<file path="src/rtl/seq_pkg.sv">
// Shared sequencer definitions: step geometry, pitch width and the LED scan FSM states.
package seq_pkg;

   localparam int NUM_BEATS = 16;
   localparam int PITCH_W   = 4;

   typedef enum logic {
      BLANK = 1'b0,
      DRIVE = 1'b1
   } led_state_t;

   typedef logic [$clog2(NUM_BEATS)-1:0] beat_idx_t;

endpackage

</file>
<file path="src/rtl/led_row_decode.sv">
// Combinational decode of one grid row from the frame snapshot into column lit bits.
// With LED_PLAYHEAD_EN defined, the playhead cell is inverted.
module led_row_decode
   import seq_pkg::*;
#(
   parameter int NUM_ROWS = 4,
   parameter int NUM_COLS = 4,
   parameter int ROW_W    = 2,
   parameter int IDX_W    = 4
) (
   input  logic [NUM_ROWS*NUM_COLS*PITCH_W-1:0] beats,
   input  logic [IDX_W-1:0]                     beat_count,
   input  logic [ROW_W-1:0]                     row,
   output logic [NUM_COLS-1:0]                  lit
);

   // NOTE: lit gets a default before the loop so no path through this block leaves it unassigned (no latch).
   always_comb begin
      lit = '0;
      for (int c = 0; c < NUM_COLS; c++) begin
         lit[c] = |beats[(int'(row) * NUM_COLS + c) * PITCH_W +: PITCH_W];
`ifdef LED_PLAYHEAD_EN
         lit[c] = lit[c] ^ (beat_count == IDX_W'(int'(row) * NUM_COLS + c));
`endif
      end
   end

`ifdef LED_PLAYHEAD_EN
`else
   logic unused_beat_count;
   assign unused_beat_count = ^beat_count;
`endif

endmodule

</file>
<file path="src/rtl/led_matrix_driver.sv">
// Time-multiplexed 4x4 LED grid driver: BLANK/DRIVE row scan, per-frame input snapshot, duty control.
// Optional playhead highlight is enabled with LED_PLAYHEAD_EN.
module led_matrix_driver
   import seq_pkg::*;
#(
   parameter int NUM_ROWS     = 4,
   parameter int NUM_COLS     = 4,
   parameter int ROW_CYCLES   = 3000,
   parameter int BLANK_CYCLES = 16
) (
   input  logic                                   clk,
   input  logic                                   rst_n,
   input  logic [NUM_ROWS*NUM_COLS*PITCH_W-1:0]   beats,
   input  logic [$clog2(NUM_ROWS*NUM_COLS)-1:0]   beat_count,
   input  logic [2:0]                             brightness,
   output logic [NUM_ROWS-1:0]                    row_n,
   output logic [NUM_COLS-1:0]                    col,
   output logic                                   frame_start
);

   localparam int IDX_W   = $clog2(NUM_ROWS * NUM_COLS);
   localparam int ROW_W   = (NUM_ROWS > 1) ? $clog2(NUM_ROWS) : 1;
   localparam int CNT_MAX = (ROW_CYCLES > BLANK_CYCLES) ? ROW_CYCLES : BLANK_CYCLES;
   localparam int CNT_W   = $clog2(CNT_MAX + 1);
   localparam int BEATS_W = NUM_ROWS * NUM_COLS * PITCH_W;

   localparam logic [CNT_W-1:0] DUTY_STEP = CNT_W'(ROW_CYCLES / 8);
   localparam logic [CNT_W-1:0] BLANK_END = CNT_W'(BLANK_CYCLES - 1);
   localparam logic [CNT_W-1:0] DRIVE_END = CNT_W'(ROW_CYCLES - 1);
   localparam logic [ROW_W-1:0] LAST_ROW  = ROW_W'(NUM_ROWS - 1);

   led_state_t          state_q, state_d;
   logic [ROW_W-1:0]    row_q, row_d;
   logic [CNT_W-1:0]    cnt_q, cnt_d;

   logic [BEATS_W-1:0]  snap_beats_q, snap_beats_d;
   logic [IDX_W-1:0]    snap_bc_q, snap_bc_d;
   logic [2:0]          snap_bright_q, snap_bright_d;

   logic [NUM_ROWS-1:0] row_n_q, row_n_d;
   logic [NUM_COLS-1:0] col_q, col_d;
   logic                frame_start_q, frame_start_d;

   logic [NUM_COLS-1:0] lit;
   logic [CNT_W-1:0]    duty_limit;

   led_row_decode #(
      .NUM_ROWS (NUM_ROWS),
      .NUM_COLS (NUM_COLS),
      .ROW_W    (ROW_W),
      .IDX_W    (IDX_W)
   ) u_decode (
      .beats      (snap_beats_q),
      .beat_count (snap_bc_q),
      .row        (row_q),
      .lit        (lit)
   );

   // Brightness 7 yields exactly ROW_CYCLES, so the columns stay on for the whole DRIVE window.
   assign duty_limit = (CNT_W'(snap_bright_q) + CNT_W'(1)) * DUTY_STEP;

   always_comb begin
      state_d       = state_q;
      row_d         = row_q;
      cnt_d         = cnt_q + CNT_W'(1);
      snap_beats_d  = snap_beats_q;
      snap_bc_d     = snap_bc_q;
      snap_bright_d = snap_bright_q;
      row_n_d       = '1;
      col_d         = '0;
      frame_start_d = 1'b0;

      unique case (state_q)
         BLANK: begin
            if (row_q == '0 && cnt_q == '0) begin
               snap_beats_d  = beats;
               snap_bc_d     = beat_count;
               snap_bright_d = brightness;
               frame_start_d = 1'b1;
            end
            if (cnt_q == BLANK_END) begin
               state_d = DRIVE;
               cnt_d   = '0;
            end
         end
         DRIVE: begin
            row_n_d = ~(NUM_ROWS'(1) << row_q);
            col_d   = (cnt_q < duty_limit) ? lit : '0;
            if (cnt_q == DRIVE_END) begin
               state_d = BLANK;
               cnt_d   = '0;
               row_d   = (row_q == LAST_ROW) ? '0 : row_q + ROW_W'(1);
            end
         end
         default: begin
            state_d = BLANK;
            cnt_d   = '0;
         end
      endcase
   end

   // NOTE: sequential state uses non-blocking assignments so every flop samples pre-edge values.
   always_ff @(posedge clk or negedge rst_n) begin
      if (!rst_n) begin
         state_q       <= BLANK;
         row_q         <= '0;
         cnt_q         <= '0;
         snap_beats_q  <= '0;
         snap_bc_q     <= '0;
         snap_bright_q <= '0;
         row_n_q       <= '1;
         col_q         <= '0;
         frame_start_q <= 1'b0;
      end else begin
         state_q       <= state_d;
         row_q         <= row_d;
         cnt_q         <= cnt_d;
         snap_beats_q  <= snap_beats_d;
         snap_bc_q     <= snap_bc_d;
         snap_bright_q <= snap_bright_d;
         row_n_q       <= row_n_d;
         col_q         <= col_d;
         frame_start_q <= frame_start_d;
      end
   end

   assign row_n       = row_n_q;
   assign col         = col_q;
   assign frame_start = frame_start_q;

endmodule

</file>
<file path="config.mk">
export PLATFORM = sky130hd
export DESIGN_NAME = led_matrix_driver
export DESIGN_NICKNAME = d
export VERILOG_FILES = /design/src/rtl/seq_pkg.sv /design/src/rtl/led_row_decode.sv /design/src/rtl/led_matrix_driver.sv
export SDC_FILE = /design/constraint.sdc
export NUM_CORES = 1
export LEC_CHECK = 0
export ABC_AREA = 1
export CORE_UTILIZATION = 50
export CTS_BUF_LIST = sky130_fd_sc_hd__clkbuf_4
export DETAILED_ROUTE_END_ITERATION = 10
export PLACE_DENSITY = 0.85
export SYNTH_ARGS = -nofsm -noshare
export SYNTH_HDL_FRONTEND = slang
export SYNTH_SLANG_ARGS = --single-unit
</file>
<file path="constraint.sdc">
create_clock -name clk -period 3.6 [get_ports clk]
set_input_delay 0.54 -clock clk [delete_from_list [all_inputs] [get_ports clk]]
set_output_delay 0.54 -clock clk [all_outputs]
set_load 0.005 [all_outputs]
</file>
==> impl_results.md <==
* Status: complete, but fails checks
* Failing checks: negative setup slack
* Detailed placement HPWL at 8.51 mm
* Worst flop-to-flop path endpoint: col[0]$_DFF_PN0_
* R2R setup slack at -0.19 ns
* Flop pwr share at 45.8%
* Fin crit share at 105%
* Share of layout cells above drive strength 1 at 12.3%
* HP Class: primary input to asynchronous set/reset pin
* Cell variety after synth at 23
* R2r startpoint: snap_bright_q[1]$_DFFE_PN0P_
* Final Hold Vio Count at 0
* Routability congestion estimate at 0.896
* DR vias/cell at 5.13
* Post-CTS Hold Buffers at 0
* Syn-to-layout area delta at 28.2%
* RSZ-0062 raised after global routing: true
* Port bufs at 77
* Most common cell in the netlist: nand2_1
* Main synth FF type: dfrtp_1
* Netlist Area Pre-Place at 5010 µm²
* Max cap viols at 0
* Leakage at 3.30 nW
* Drt pass-1 iters at 5
* All-Layer GR Usage at 23.9%
* Tightest Pin Transition at 0.669 ns
* Syn nets at 758
* CTS Buf Count at 9
* Clk pwr share at 26.6%
* Logic pwr share at 27.6%
* Total power at 0.00238 W
* DRT antenna net count at 0
* Vias in the first global route at 4446
* Synth top cells by count: nand2_1, nand3_1, dfrtp_1
* Top post-synthesis cells by area: dfrtp_1, nand2_1, nand3_1, ha_1, nor2_1
* Wire per inst at 13.3 µm
* Psw at 0.000689 W
* Nets at 850
* Iter 0 DRT Violations at 263
* Worst skew pair latency at 0.44 ns
* Sink Count at 91
* WP data arrival at 4.15 ns
* Yosys top cell area share at 43.5%
* Req. time, crit path at 3.96 ns
* Post-Syn Instances at 648
* Hold slack at 0.0506 ns
* Residual DRC at 0
* # diodes at 0
* Startpoint type of the worst setup path: register
* Crit path max fanout at 4
* Largest net degree at the start of global routing at 70
* I/O pins at 82
* Synthesized flop and latch total at 91
* Area leader, netlist: dfrtp_1
* CTS tree: built
* Tmin final at 3.79 ns
* Ys Warns at 0
* Max Buffers Root-to-Sink at 2
* H-tree levels at 3
* Rel. slew slack at 55.4%
* Power density over the cells at 370 nW/µm²
* Worst Setup End Kind: register
* Cell Rows at 36
* R2R cell count at 19
* Clock skew at 0.0161 ns
* Placeable Area at 9730 µm²
* Count of final setup violators at 4
* Global-route wire length before repair at 19.3 mm
* Crit path kind: register to register
* Initial Util at 51.5%
* Total die area at 10400 µm²
* Syn Area/Cell at 7.73 µm²
* P_int at 0.00169 W
* CTS Root Cell: clkbuf_4
* Final WL at 11.7 mm
* Sequential fraction of the synthesis area at 45.6%
* Ys async rst share at 100%
* Antenna violations before repair at 0
* Setup slack after layout at -0.190 ns
* Maximum vdd ir drop at 0.000241 V
* Max Fclk at 264 MHz
* Number of vias in the routed layout at 4505
* Switching Fraction at 29.0%
* Post-synth EDFFs at 0
* Die Wd at 102 µm
* Final Max Slew Viols at 0
* Die Height at 102 µm
* Clk slew on worst S/H paths at 0.14 ns
* Total grt overflow at 0
==> placed cells by master (no fill, tap or decap), types with 2 or more instances in the layout <==
master / netlist / routed
dfrtp_1: 87 / 86
nand2_4: 0 / 2
nand4_1: 4 / 4
fa_1: 3 / 2
nand3_1: 99 / 96
dfstp_2: 4 / 4
nor2_4: 0 / 2
clkbuf_4: 0 / 11
nor3_1: 5 / 5
a21oi_2: 0 / 4
xnor2_1: 4 / 3
nand2_2: 0 / 15
ha_1: 34 / 26
bufinv_16: 0 / 2
a21oi_1: 10 / 6
inv_1: 56 / 55
nand3_2: 0 / 3
xor2_1: 9 / 8
buf_4: 0 / 29
nand2_1: 231 / 214
clkdlybuf4s50_1: 0 / 76
inv_2: 2 / 3
o21ai_0: 5 / 5
nand3b_1: 6 / 6
ha_4: 0 / 7
nor2_1: 60 / 58
==> repair_timing <==
item                                    CTS  global route
gates resized for setup                  17            18
buffers inserted                          3             2
pin swaps                                10            20
endpoints found under the setup margin    4             4
==> registers in the layout, indices dropped and copies added, names as in the netlist <==
signal	count
cnt_q	12
col	4
frame_start	1
row_n	4
row_q	2
snap_beats_q	64
snap_bright_q	3
state_q	1
==> area by class of cell <==
type	instances	area [µm²]
Clock buffer	11	82.6
Clock inverter	5	77.6
Fill cell	821	3310
Inverter	58	218
Multi-Input combinational cell	475	2610
Sequential cell	91	2280
Tap cell	133	166
Timing Repair Buffer	105	978
==> per-stage QoR <==
stage	cell area, µm²	cells	worst slack (ns)	utilization (%)	setup TNS, ns
global route	6420	878	-0.354	66.0	-1.41
CTS	6330	876	-0.118	65.1	-0.450
global placement	6060	857	-0.144	62.2	-0.573
floorplan	5050	648	-0.0246	-	-0.0984
detailed placement	6060	857	-0.248	62.2	-0.977
finish	6420	878	-0.190	66.0	-0.717
==> routing by layer <==
metal / vias up / share of wire, % / GRT usage [%] / wire length (µm)
li1: 2223 / - / - / -
met1: 2130 / 41 / 28.5 / 4830
met2: 126 / 51 / 41.8 / 6020
met3: 26 / 5.0 / 4.99 / 585
met4: 0 / 2.2 / 10.5 / 261
met5: - / 0 / 0 / 0
==> kinds of logic after synthesis <==
group,count (synthesis),share of synthesized area (%)
fa+ha+maj,37,9.69
flops,91,45.6
simple gates,408,34.3
compound gates,17,1.80
buf+inv,82,6.40
xor+xnor,13,2.27
==> power by group through the flow <==
stage | clock network, W | registers, W | logic (W)
final | 0.000632 | 0.00109 | 0.000656
after detailed placement | 0 | 0.00111 | 0.000522
after floorplan | 0 | 0.00110 | 0.000308
after CTS | 0.000642 | 0.00109 | 0.000603
after global placement | 0 | 0.00110 | 0.000497
after global routing | 0.000689 | 0.00109 | 0.000722
==> worst max path at each step <==
stage,from,endpoint,slack [ns],cells after the start
2_1_floorplan,snap_bright_q[0]$_DFFE_PN0P_,col[0]$_DFF_PN0_,-0.02,23
3_3_place_gp,snap_bright_q[0]$_DFFE_PN0P_,col[1]$_DFF_PN0_,-0.14,21
3_5_place_dp,snap_bright_q[0]$_DFFE_PN0P_,col[0]$_DFF_PN0_,-0.25,21
4_1_cts,snap_bright_q[0]$_DFFE_PN0P_,col[0]$_DFF_PN0_,-0.12,24
5_1_grt,snap_bright_q[0]$_DFFE_PN0P_,col[2]$_DFF_PN0_,-0.35,23
6_report,snap_bright_q[1]$_DFFE_PN0P_,col[0]$_DFF_PN0_,-0.19,19
==> worst max-delay path: stages (launching register included) <==
cell	delay, ns
dfrtp_1	0.44
buf_4	0.16
ha_1	0.29
inv_2	0.05
buf_4	0.13
ha_1	0.32
fa_1	0.56
ha_4	0.22
a21oi_1	0.24
nand2_2	0.12
buf_4	0.15
xnor2_2	0.12
ha_1	0.26
nand2_1	0.07
inv_1	0.06
nand2_1	0.07
nand2_1	0.06
a21oi_2	0.15
nand2_2	0.11
nor2_1	0.11
(Power assumes the default switching activity.)
